<file path="src/rtl/freq_meter_pkg.sv">
// Shared encodings for the frequency-meter gate sequencer: FSM states, range codes
// and the auto-range step rule.
package freq_meter_pkg;

  typedef enum logic [2:0] {
    ST_IDLE  = 3'd0,
    ST_ARM   = 3'd1,
    ST_GATE  = 3'd2,
    ST_LATCH = 3'd3,
    ST_EVAL  = 3'd4,
    ST_CLEAR = 3'd5,
    ST_HOLD  = 3'd6
  } gate_state_e;

  localparam logic [1:0] RANGE_1MS   = 2'd0;
  localparam logic [1:0] RANGE_10MS  = 2'd1;
  localparam logic [1:0] RANGE_100MS = 2'd2;
  localparam logic [1:0] RANGE_1S    = 2'd3;
  localparam logic [1:0] MAX_RANGE   = 2'd3;

  localparam int HOLD_W = 25;

  // Overflow shortens the gate before underrange lengthens it; both saturate.
  function automatic logic [1:0] next_range(
    input logic       auto_mode,
    input logic       ovf,
    input logic       msd,
    input logic [1:0] cur_rng,
    input logic [1:0] man_rng
  );
    logic [1:0] nxt;
    if (!auto_mode) begin
      nxt = man_rng;
    end else if (ovf && (cur_rng != RANGE_1MS)) begin
      nxt = cur_rng - 2'd1;
    end else if (msd && (cur_rng != MAX_RANGE)) begin
      nxt = cur_rng + 2'd1;
    end else begin
      nxt = cur_rng;
    end
    return nxt;
  endfunction

endpackage

</file>
<file path="src/rtl/tb_edge_sel.sv">
// Timebase selector: registers the four timebases, muxes one by range and
// flags its rising edge one cycle after the input edge.
module tb_edge_sel
  import freq_meter_pkg::*;
(
  input  logic       clk,
  input  logic       reset,
  input  logic       tb_1hz,
  input  logic       tb_10hz,
  input  logic       tb_100hz,
  input  logic       tb_1khz,
  input  logic [1:0] range_sel,
  output logic       rise
);

  logic [3:0] tb_r;
  logic       tb_sel_s;
  logic       tb_sel_d_r;

  // Capture the timebases and the previously selected level.
  always_ff @(posedge clk or negedge reset) begin
    if (!reset) begin
      tb_r       <= 4'b0000;
      tb_sel_d_r <= 1'b0;
    end else begin
      tb_r       <= {tb_1hz, tb_10hz, tb_100hz, tb_1khz};
      tb_sel_d_r <= tb_sel_s;
    end
  end

  // Range-to-timebase mux.
  always_comb begin
    tb_sel_s = 1'b0;
    case (range_sel)
      RANGE_1MS:   tb_sel_s = tb_r[0];
      RANGE_10MS:  tb_sel_s = tb_r[1];
      RANGE_100MS: tb_sel_s = tb_r[2];
      RANGE_1S:    tb_sel_s = tb_r[3];
      default:     tb_sel_s = 1'b0;
    endcase
  end

  assign rise = tb_sel_s & ~tb_sel_d_r;

endmodule

</file>
<file path="src/rtl/freq_gate_ctrl.sv">
// Gate/range sequencer: opens a one-timebase-period count gate, then latches,
// evaluates auto-range and clears the external BCD counter before holding.
module freq_gate_ctrl
  import freq_meter_pkg::*;
#(
  parameter int         HOLD_CYCLES = 25_000_000,
  parameter logic [1:0] INIT_RANGE  = 2'd3
) (
  input  logic       clk,
  input  logic       reset,
  input  logic       tb_1hz,
  input  logic       tb_10hz,
  input  logic       tb_100hz,
  input  logic       tb_1khz,
  input  logic       run,
  input  logic       auto_en,
  input  logic [1:0] man_range,
  input  logic       cnt_overflow,
  input  logic       cnt_msd_zero,
  output logic       gate_en,
  output logic       cnt_latch,
  output logic       cnt_clr,
  output logic       result_valid,
  output logic [1:0] range_out,
  output logic       over_range,
  output logic       under_range
);

  localparam logic [HOLD_W-1:0] HOLD_LOAD = HOLD_W'(HOLD_CYCLES - 1);
  localparam logic [HOLD_W-1:0] HOLD_ZERO = {HOLD_W{1'b0}};
  localparam logic [HOLD_W-1:0] HOLD_ONE  = HOLD_W'(1);

  gate_state_e       state_r;
  logic [1:0]        range_r;
  logic              ovf_r;
  logic              msd_r;
  logic [HOLD_W-1:0] hold_cnt_r;
  logic              rise_s;

  tb_edge_sel u_edge_sel (
    .clk       (clk),
    .reset     (reset),
    .tb_1hz    (tb_1hz),
    .tb_10hz   (tb_10hz),
    .tb_100hz  (tb_100hz),
    .tb_1khz   (tb_1khz),
    .range_sel (range_r),
    .rise      (rise_s)
  );

  // Sequencer; each output is set alongside the transition into the state that owns it.
  always_ff @(posedge clk or negedge reset) begin
    if (!reset) begin
      state_r      <= ST_IDLE;
      range_r      <= INIT_RANGE;
      ovf_r        <= 1'b0;
      msd_r        <= 1'b0;
      hold_cnt_r   <= HOLD_ZERO;
      gate_en      <= 1'b0;
      cnt_latch    <= 1'b0;
      cnt_clr      <= 1'b1;
      result_valid <= 1'b0;
      range_out    <= INIT_RANGE;
      over_range   <= 1'b0;
      under_range  <= 1'b0;
    end else begin
      gate_en      <= 1'b0;
      cnt_latch    <= 1'b0;
      cnt_clr      <= 1'b0;
      result_valid <= 1'b0;
      if (!run) begin
        state_r <= ST_IDLE;
        cnt_clr <= 1'b1;
      end else begin
        case (state_r)
          ST_IDLE: begin
            state_r <= ST_ARM;
          end
          ST_ARM: begin
            if (rise_s) begin
              state_r <= ST_GATE;
              gate_en <= 1'b1;
            end else begin
              state_r <= ST_ARM;
            end
          end
          ST_GATE: begin
            if (rise_s) begin
              state_r   <= ST_LATCH;
              cnt_latch <= 1'b1;
            end else begin
              state_r <= ST_GATE;
              gate_en <= 1'b1;
            end
          end
          ST_LATCH: begin
            // Result flags are published on entry to EVAL so they line up with result_valid.
            state_r      <= ST_EVAL;
            result_valid <= 1'b1;
            ovf_r        <= cnt_overflow;
            msd_r        <= cnt_msd_zero;
            range_out    <= range_r;
            over_range   <= cnt_overflow & (range_r == RANGE_1MS);
            under_range  <= cnt_msd_zero & ~cnt_overflow & (range_r == MAX_RANGE);
          end
          ST_EVAL: begin
            state_r <= ST_CLEAR;
            cnt_clr <= 1'b1;
            range_r <= next_range(auto_en, ovf_r, msd_r, range_r, man_range);
          end
          ST_CLEAR: begin
            state_r    <= ST_HOLD;
            hold_cnt_r <= HOLD_LOAD;
          end
          ST_HOLD: begin
            if (hold_cnt_r == HOLD_ZERO) begin
              state_r <= ST_ARM;
            end else begin
              state_r    <= ST_HOLD;
              hold_cnt_r <= hold_cnt_r - HOLD_ONE;
            end
          end
          default: begin
            state_r <= ST_IDLE;
            cnt_clr <= 1'b1;
          end
        endcase
      end
    end
  end

endmodule

</file>
<file path="config.mk">
export PLATFORM = sky130hd
export DESIGN_NAME = freq_gate_ctrl
export DESIGN_NICKNAME = d
export VERILOG_FILES = /design/src/rtl/freq_meter_pkg.sv /design/src/rtl/tb_edge_sel.sv /design/src/rtl/freq_gate_ctrl.sv
export SDC_FILE = /design/constraint.sdc
export NUM_CORES = 1
export LEC_CHECK = 0
export BUFFER_PORTS_ARGS = -buffer_cell sky130_fd_sc_hd__buf_2
export CAP_MARGIN = 40
export CORE_MARGIN = 2
export CORE_UTILIZATION = 64
export CTS_BUF_LIST = sky130_fd_sc_hd__clkbuf_16
export CTS_CLUSTER_SIZE = 25
export DETAILED_ROUTE_END_ITERATION = 12
export GPL_TIMING_DRIVEN = 0
export PLACE_DENSITY = 0.94
export SLEW_MARGIN = 20
export SYNTH_ARGS = -nofsm -noshare
export SYNTH_HDL_FRONTEND = slang
export SYNTH_SLANG_ARGS = --single-unit
</file>
<file path="constraint.sdc">
create_clock -name clk -period 5.57 [get_ports clk]
set_clock_uncertainty 0.2 [all_clocks]
set_input_delay 1.671 -clock clk [delete_from_list [all_inputs] [get_ports clk]]
set_output_delay 1.671 -clock clk [all_outputs]
set_load 0.05 [all_outputs]
</file>
==> results of run 1 <==
per-layer routing:
metal  vias to the layer above  part of all wire  track usage
li1                       1058                 -            -
met1                      1104              0.41       0.3914
met2                       128              0.50       0.5049
met3                        20             0.062      0.05167
met4                         0             0.026       0.1454
met5                         -                 0            0
through the flow:
stage          utilization  std cells
3_3_place_gp        0.6925        338
6_report            0.7331        347
3_5_place_dp        0.6976        339
5_1_grt             0.7331        347
2_1_floorplan            -        270
4_1_cts             0.7331        347
final timing paths:
path | from | endpoint | slack (ns)
max in group asynchronous | reset | range_r[0] | 3.50
min | over_range | over_range | 0.28
min in group asynchronous | reset | hold_cnt_r[1] | 1.10
max reg2reg | hold_cnt_r[5] | hold_cnt_r[14] | 2.81
min reg2reg | over_range | over_range | 0.28
max | run | hold_cnt_r[13] | 1.95
cells in the mapped netlist, drive strengths merged (5+ instances only):
cell type	instances
dfrtp	40
nand2	26
nor2	20
o21ai	16
nand3	13
clkbuf	10
mux2i	10
nand2b	10
or4	9
o31ai	8
a211oi	7
a21oi	7
and2	7
inv	7
a31oi	6
nor2b	6
or3	6
dfstp	5
ha	5
nor3	5
power groups by stage:
stage	clock [uW]	sequential, uW	combinational [uW]
2_1_floorplan	0	492	270
3_3_place_gp	0	471	369
3_5_place_dp	0	478	387
4_1_cts	283	474	392
5_1_grt	297	486	435
6_report	284	478	398
logic make-up (layout without fill, tap and decap cells):
kind of cell    after synthesis  after routing  share of synthesized area
compound gates               68             68                     0.2019
xor+xnor                      1              1                   0.003399
fa+ha+maj                     5              5                    0.02427
buf+inv                      20             47                    0.02913
flops                        45             45                     0.4393
mux                          10             10                    0.03884
simple gates                121            121                     0.2631
critical path: cells and delay by family:
family	cells	cell delay (ns)
buf+inv	1	0.30
simple gates	2	0.78
compound gates	1	0.58
mux	1	0.29
cell type report:
class | count | area [um2] | share of cell area
multi-input cells | 205 | 1370 | 0.4740
flip-flops and latches | 45 | 1132 | 0.3918
clock buffers | 5 | 125.1 | 0.04329
repair buffers | 19 | 110.1 | 0.03810
well taps | 50 | 62.56 | 0.02165
plain buffers | 12 | 45.04 | 0.01558
inverters | 8 | 30.03 | 0.01039
clock inverters | 3 | 15.01 | 0.005195
state kept, by name, indices dropped and copies added, names as in the netlist, 2 cells and up:
| register | count |
|---|---|
| hold_cnt_r | 25 |
| range_r | 2 |
| range_out | 2 |
| u_edge_sel.tb_r | 4 |
| state_r | 3 |
==> results.json, run 1 <==
{
  "row_count": 23,
  "syn_area_um2": 2577,
  "yosys-top-cells-area": "dfrtp_1 39%, dfstp_2 5.1%, mux2i_1 3.9%, nand2_1 3.8%, nor2_1 2.9%",
  "die_x_um": 67.46,
  "worstMarginPinSlew_ns": 0.7616,
  "synth_area_leader_cell": "dfrtp_1",
  "grt_pass1_vias": 2180,
  "path_max_fanout": 10,
  "synth_top_cell_area_share": 0.3883,
  "switching_share": 0.3848,
  "relSlewSlack": 0.4904,
  "path_cells": "clkbuf_1, nand4bb_1, or3_1, a2111oi_0, mux2i_1",
  "finalSetupViolations": 0,
  "min_period_over_period": 0.6492,
  "ys.flop_type": "dfrtp_1",
  "clk_latency_ns": 0.29,
  "nets": 313,
  "hold_depth": 2,
  "finalHoldWorstSlack_ns": 0.2783,
  "timing.final.ws_setup_ns": 1.954,
  "finalInstanceArea_um2": 2890,
  "max_freq_mhz": 276.6,
  "ctsResizeCount": 0,
  "seq_power_share": 0.412,
  "required_ns": 5.57,
  "yosysUniqueCellTypes": 53,
  "antenna_cells": 0,
  "max-vdd-ir-drop_uv": 298.7,
  "dieArea_um2": 4551,
  "cts_tree": "done",
  "layout_commonest_cell": "dfrtp_1",
  "portBuffers": 18,
  "syn_nets": 287,
  "maxCapViolCount": 0,
  "tns_ns": 0,
  "cts_max_path_buffers": 2,
  "outcome": "finished, final reports clean",
  "grt_max_degree": 31,
  "gr-total-overflow": 0,
  "p_leak_uw": 0.001226,
  "worst-endpoint-arrival_ns": 3.61,
  "die_h_um": 67.46,
  "yosys_warnings": 0,
  "core_um2": 3943,
  "async_flop_share": 1.000,
  "antenna_found_initial": 0,
  "avgViaCountPerCell": 6.657,
  "placedInstanceArea_um2": 2750,
  "grt_usage": 0.3064,
  "cpPeakStageDelay_ns": 0.58,
  "grt_pass1_wl_mm": 10.41,
  "crit_slowest_cell": "a2111oi_0",
  "start_kind": "input port",
  "p_sw_uw": 446.2,
  "area_growth_pct": 12.14,
  "cts_setup_buffers": 0,
  "detail-route-antenna-nets": 0,
  "htree_levels": 2,
  "synth.yosys.seq_area_share": 0.4393,
  "syn_area_per_cell_um2": 9.546,
  "fillers": 259,
  "holdCritPathClass": "reg -> reg",
  "cts.clk_slew.worst_paths_ns": 0.06,
  "maxSlewViolCount": 0,
  "drive_gt1_frac": 0.1347,
  "cp-end-kind": "register",
  "first_pass_iters": 8,
  "clkPwrFrac": 0.245,
  "crit_type": "in -> reg",
  "gp_congestion": 0.8629,
  "start_util": 0.6538,
  "synth-edff-count": 0,
  "ys_ff_latch": 45,
  "cts_sinks": 45,
  "wirelength_mm": 6.263,
  "r2r_cells": 6,
  "grt_setup_unrepaired": "no",
  "drtIter0Drc": 329,
  "io_pins": 20,
  "power_uw": 1160,
  "place_ws_ns": 1.703,
  "route.detailed.drc": 0,
  "syn-instance-count": 270,
  "period_needed_ns": 3.616,
  "postCtsHoldBufs": 0,
  "layout_common_cells": "40 x dfrtp_1, 26 x nand2_1, 20 x nor2_1",
  "wl_per_cell_um": 18.05,
  "comb_power_share": 0.343,
  "num_vias": 2310,
  "numCtsBuffers": 5,
  "p_per_area_nw_per_um2": 401.2,
  "dp_hpwl_mm": 4.313,
  "hold_viol": 0,
  "p_int_uw": 713.3,
  "root_buffer": "clkbuf_16"
}
No activity file was read; power rests on OpenSTA's default activity.
==> inputs of run 2 (changes only) <==
- ABC_AREA: unset -> 1
- CORE_UTILIZATION: 64 -> 54
- PLACE_DENSITY: 0.94 -> 0.86
- clock period: 5.57 -> 3.2 ns (I/O delays scaled with it)
==> run 2 against run 1 <==
Compared with the run above: utilization decreased by 9.6 points; sequential share of layout area down 1.8 points; flip-flop and latch count unchanged; routed wire length is 7.1% lower; synthesized cell count is 39% higher; register-to-register slack worse by 1.8 ns; critical path depth up 7; cell count up 35%; first-iteration DRC count shrank 51%; die area increased by 21%; largest power group is now combinational logic.
==> results.json, run 2 <==
{
  "outcome": "finished, final reports clean",
  "ys.flop_type": "dfrtp_1",
  "syn_nets": 392,
  "cp-end-kind": "register",
  "start_kind": "register",
  "ys_ff_latch": 45,
  "maxSlewViolCount": 0,
  "hold_viol": 0,
  "placedInstanceArea_um2": 2864,
  "avgViaCountPerCell": 5.251,
  "syn_area_per_cell_um2": 7.107,
  "cts_tree": "done",
  "relSlewSlack": 0.6849,
  "syn-instance-count": 375,
  "p_leak_uw": 0.001549,
  "period_needed_ns": 2.231,
  "synth.yosys.seq_area_share": 0.4249,
  "path_max_fanout": 10,
  "place_ws_ns": 1.004,
  "tns_ns": 0,
  "wl_per_cell_um": 12.39,
  "synth_top_cell_area_share": 0.3756,
  "first_pass_iters": 5,
  "async_flop_share": 1.000,
  "io_pins": 20,
  "yosys_warnings": 0,
  "postCtsHoldBufs": 0,
  "portBuffers": 19,
  "synth_commonest_cells": "132 x nand2_1, 50 x nor2_1, 40 x dfrtp_1",
  "maxCapViolCount": 0,
  "largest_reg_flops": 25,
  "row_count": 25,
  "worstMarginPinSlew_ns": 0.4726,
  "required_ns": 3.21,
  "layout_common_cells": "132 x nand2_1, 50 x nor2_1, 40 x dfrtp_1",
  "cts_setup_buffers": 0,
  "power_uw": 2656,
  "detail-route-antenna-nets": 0,
  "clk_latency_ns": 0.29,
  "ctsResizeCount": 0,
  "max-vdd-ir-drop_uv": 494.3,
  "area_growth_pct": 13.61,
  "dp_hpwl_mm": 4.281,
  "cts_sinks": 45,
  "drtIter0Drc": 162,
  "synth-edff-count": 0,
  "dieArea_um2": 5513,
  "num_vias": 2468,
  "cpPeakStageDelay_ns": 0.38,
  "die_x_um": 74.25,
  "wirelength_mm": 5.821,
  "root_buffer": "clkbuf_16",
  "core_um2": 4755,
  "die_h_um": 74.25,
  "grt_max_degree": 30,
  "min_period_over_period": 0.6973,
  "htree_levels": 2,
  "start_util": 0.5605,
  "gp_congestion": 0.9488,
  "numCtsBuffers": 5,
  "seq_area_um2": 1132,
  "holdCritPathClass": "reg -> reg",
  "layout_commonest_cell": "nand2_1",
  "drive_gt1_frac": 0.1514,
  "nets": 419,
  "path_cells": "inv_1, ha_1, nand2_2, nor2_4, nand2_1, nor2_1, nand2_1, nand2_2, buf_6, buf_6, nand2_1, o21ai_2",
  "reg_top3": "hold_cnt_r: 25 flops, u_edge_sel.tb_r: 4 flops, state_r: 3 flops",
  "max_freq_mhz": 448.2,
  "gr-total-overflow": 0,
  "yosysUniqueCellTypes": 29,
  "syn_area_um2": 2665,
  "grt_usage": 0.2288,
  "antenna_cells": 0,
  "crit_type": "reg -> reg",
  "timing.critical_path.mode_cell": "nand2_1",
  "p_per_area_nw_per_um2": 877.0,
  "finalSetupViolations": 0,
  "antenna_found_initial": 0,
  "top_register": "hold_cnt_r",
  "synth_area_leader_cell": "dfrtp_1",
  "grt_pass1_vias": 2321,
  "crit_slowest_cell": "dfrtp_1",
  "route.detailed.drc": 0,
  "grt_pass1_wl_mm": 9.915,
  "multi_input_area_um2": 1333,
  "grt_setup_unrepaired": "no",
  "yosys-top-cells-area": "dfrtp_1 38%, nand2_1 19%, nor2_1 7.0%, nand3_1 6.2%, inv_1 5.4%",
  "cts.clk_slew.worst_paths_ns": 0.06,
  "cts_max_path_buffers": 2,
  "finalInstanceArea_um2": 3028,
  "worst-endpoint-arrival_ns": 2.24,
  "fillers": 431,
  "timing.final.ws_setup_ns": 0.9687,
  "yosysMostFrequentCell": "nand2_1"
}
[run 2: worst paths after layout]
kind / start / end / slack (ns) / cells past startpoint
min in group asynchronous: reset / cnt_latch / 0.41 / 1
min reg2reg: range_out[0] / range_out[0] / 0.29 / 2
max: hold_cnt_r[0] / hold_cnt_r[7] / 0.97 / 12
max reg2reg: hold_cnt_r[0] / hold_cnt_r[7] / 0.97 / 12
min: range_out[0] / range_out[0] / 0.29 / 2
max in group asynchronous: reset / range_out[0] / 1.83 / 2
[run 2: cells by family (layout without fill, tap and decap cells)]
group	count (synthesis)	after routing	synth area share
buffers and inverters	46	74	0.07512
XOR/XNOR	4	4	0.01315
flip-flops	45	45	0.4249
adder cells (fa/ha/maj)	5	5	0.02347
AND/OR/NAND/NOR	245	245	0.3920
multiplexers	1	1	0.004225
AO/OA/AOI/OAI	29	29	0.06714
[run 2: stage by stage]
step	cells	hold WS, ns	utilization
6_report	470	0.2851	0.6368
5_1_grt	470	0.3236	0.6368
4_1_cts	470	0.2885	0.6368
3_5_place_dp	462	0.2725	0.6024
3_3_place_gp	461	0.2638	0.5982
2_1_floorplan	375	0.2422	-
[run 2: report_power, final]
part / total [uW] / leakage, uW / switching (uW) / internal (uW)
combinational: 1210 / 0.000883 / 810 / 402
sequential: 868 / 0.000580 / 136 / 731
clock: 575 / 0.0000850 / 211 / 364
[run 2: area by class of cell]
| type | count | area share |
|---|---|---|
| timing repair buffer | 20 | 0.03802 |
| tap | 67 | 0.02769 |
| inverter | 39 | 0.04835 |
| multi-input combinational | 284 | 0.4401 |
| buffer | 7 | 0.01777 |
| clock buffer | 5 | 0.04132 |
| clock inverter | 3 | 0.01281 |
| sequential | 45 | 0.3740 |
[run 2: layer usage]
layer  track usage  vias to the layer above  part of all wire
met4       0.06349                        0             0.010
li1              -                     1226                 -
met1        0.2829                     1155              0.43
met2        0.4137                       80              0.50
met5             0                        -                 0
met3       0.03794                        7             0.056
[run 2: worst max-delay path, delay by kind of cell (launching register included)]
kind	cells	cell delay (ns)
AND/OR/NAND/NOR	7	0.79
buffers and inverters	3	0.41
flip-flops	1	0.38
adder cells (fa/ha/maj)	1	0.32
AO/OA/AOI/OAI	1	0.06
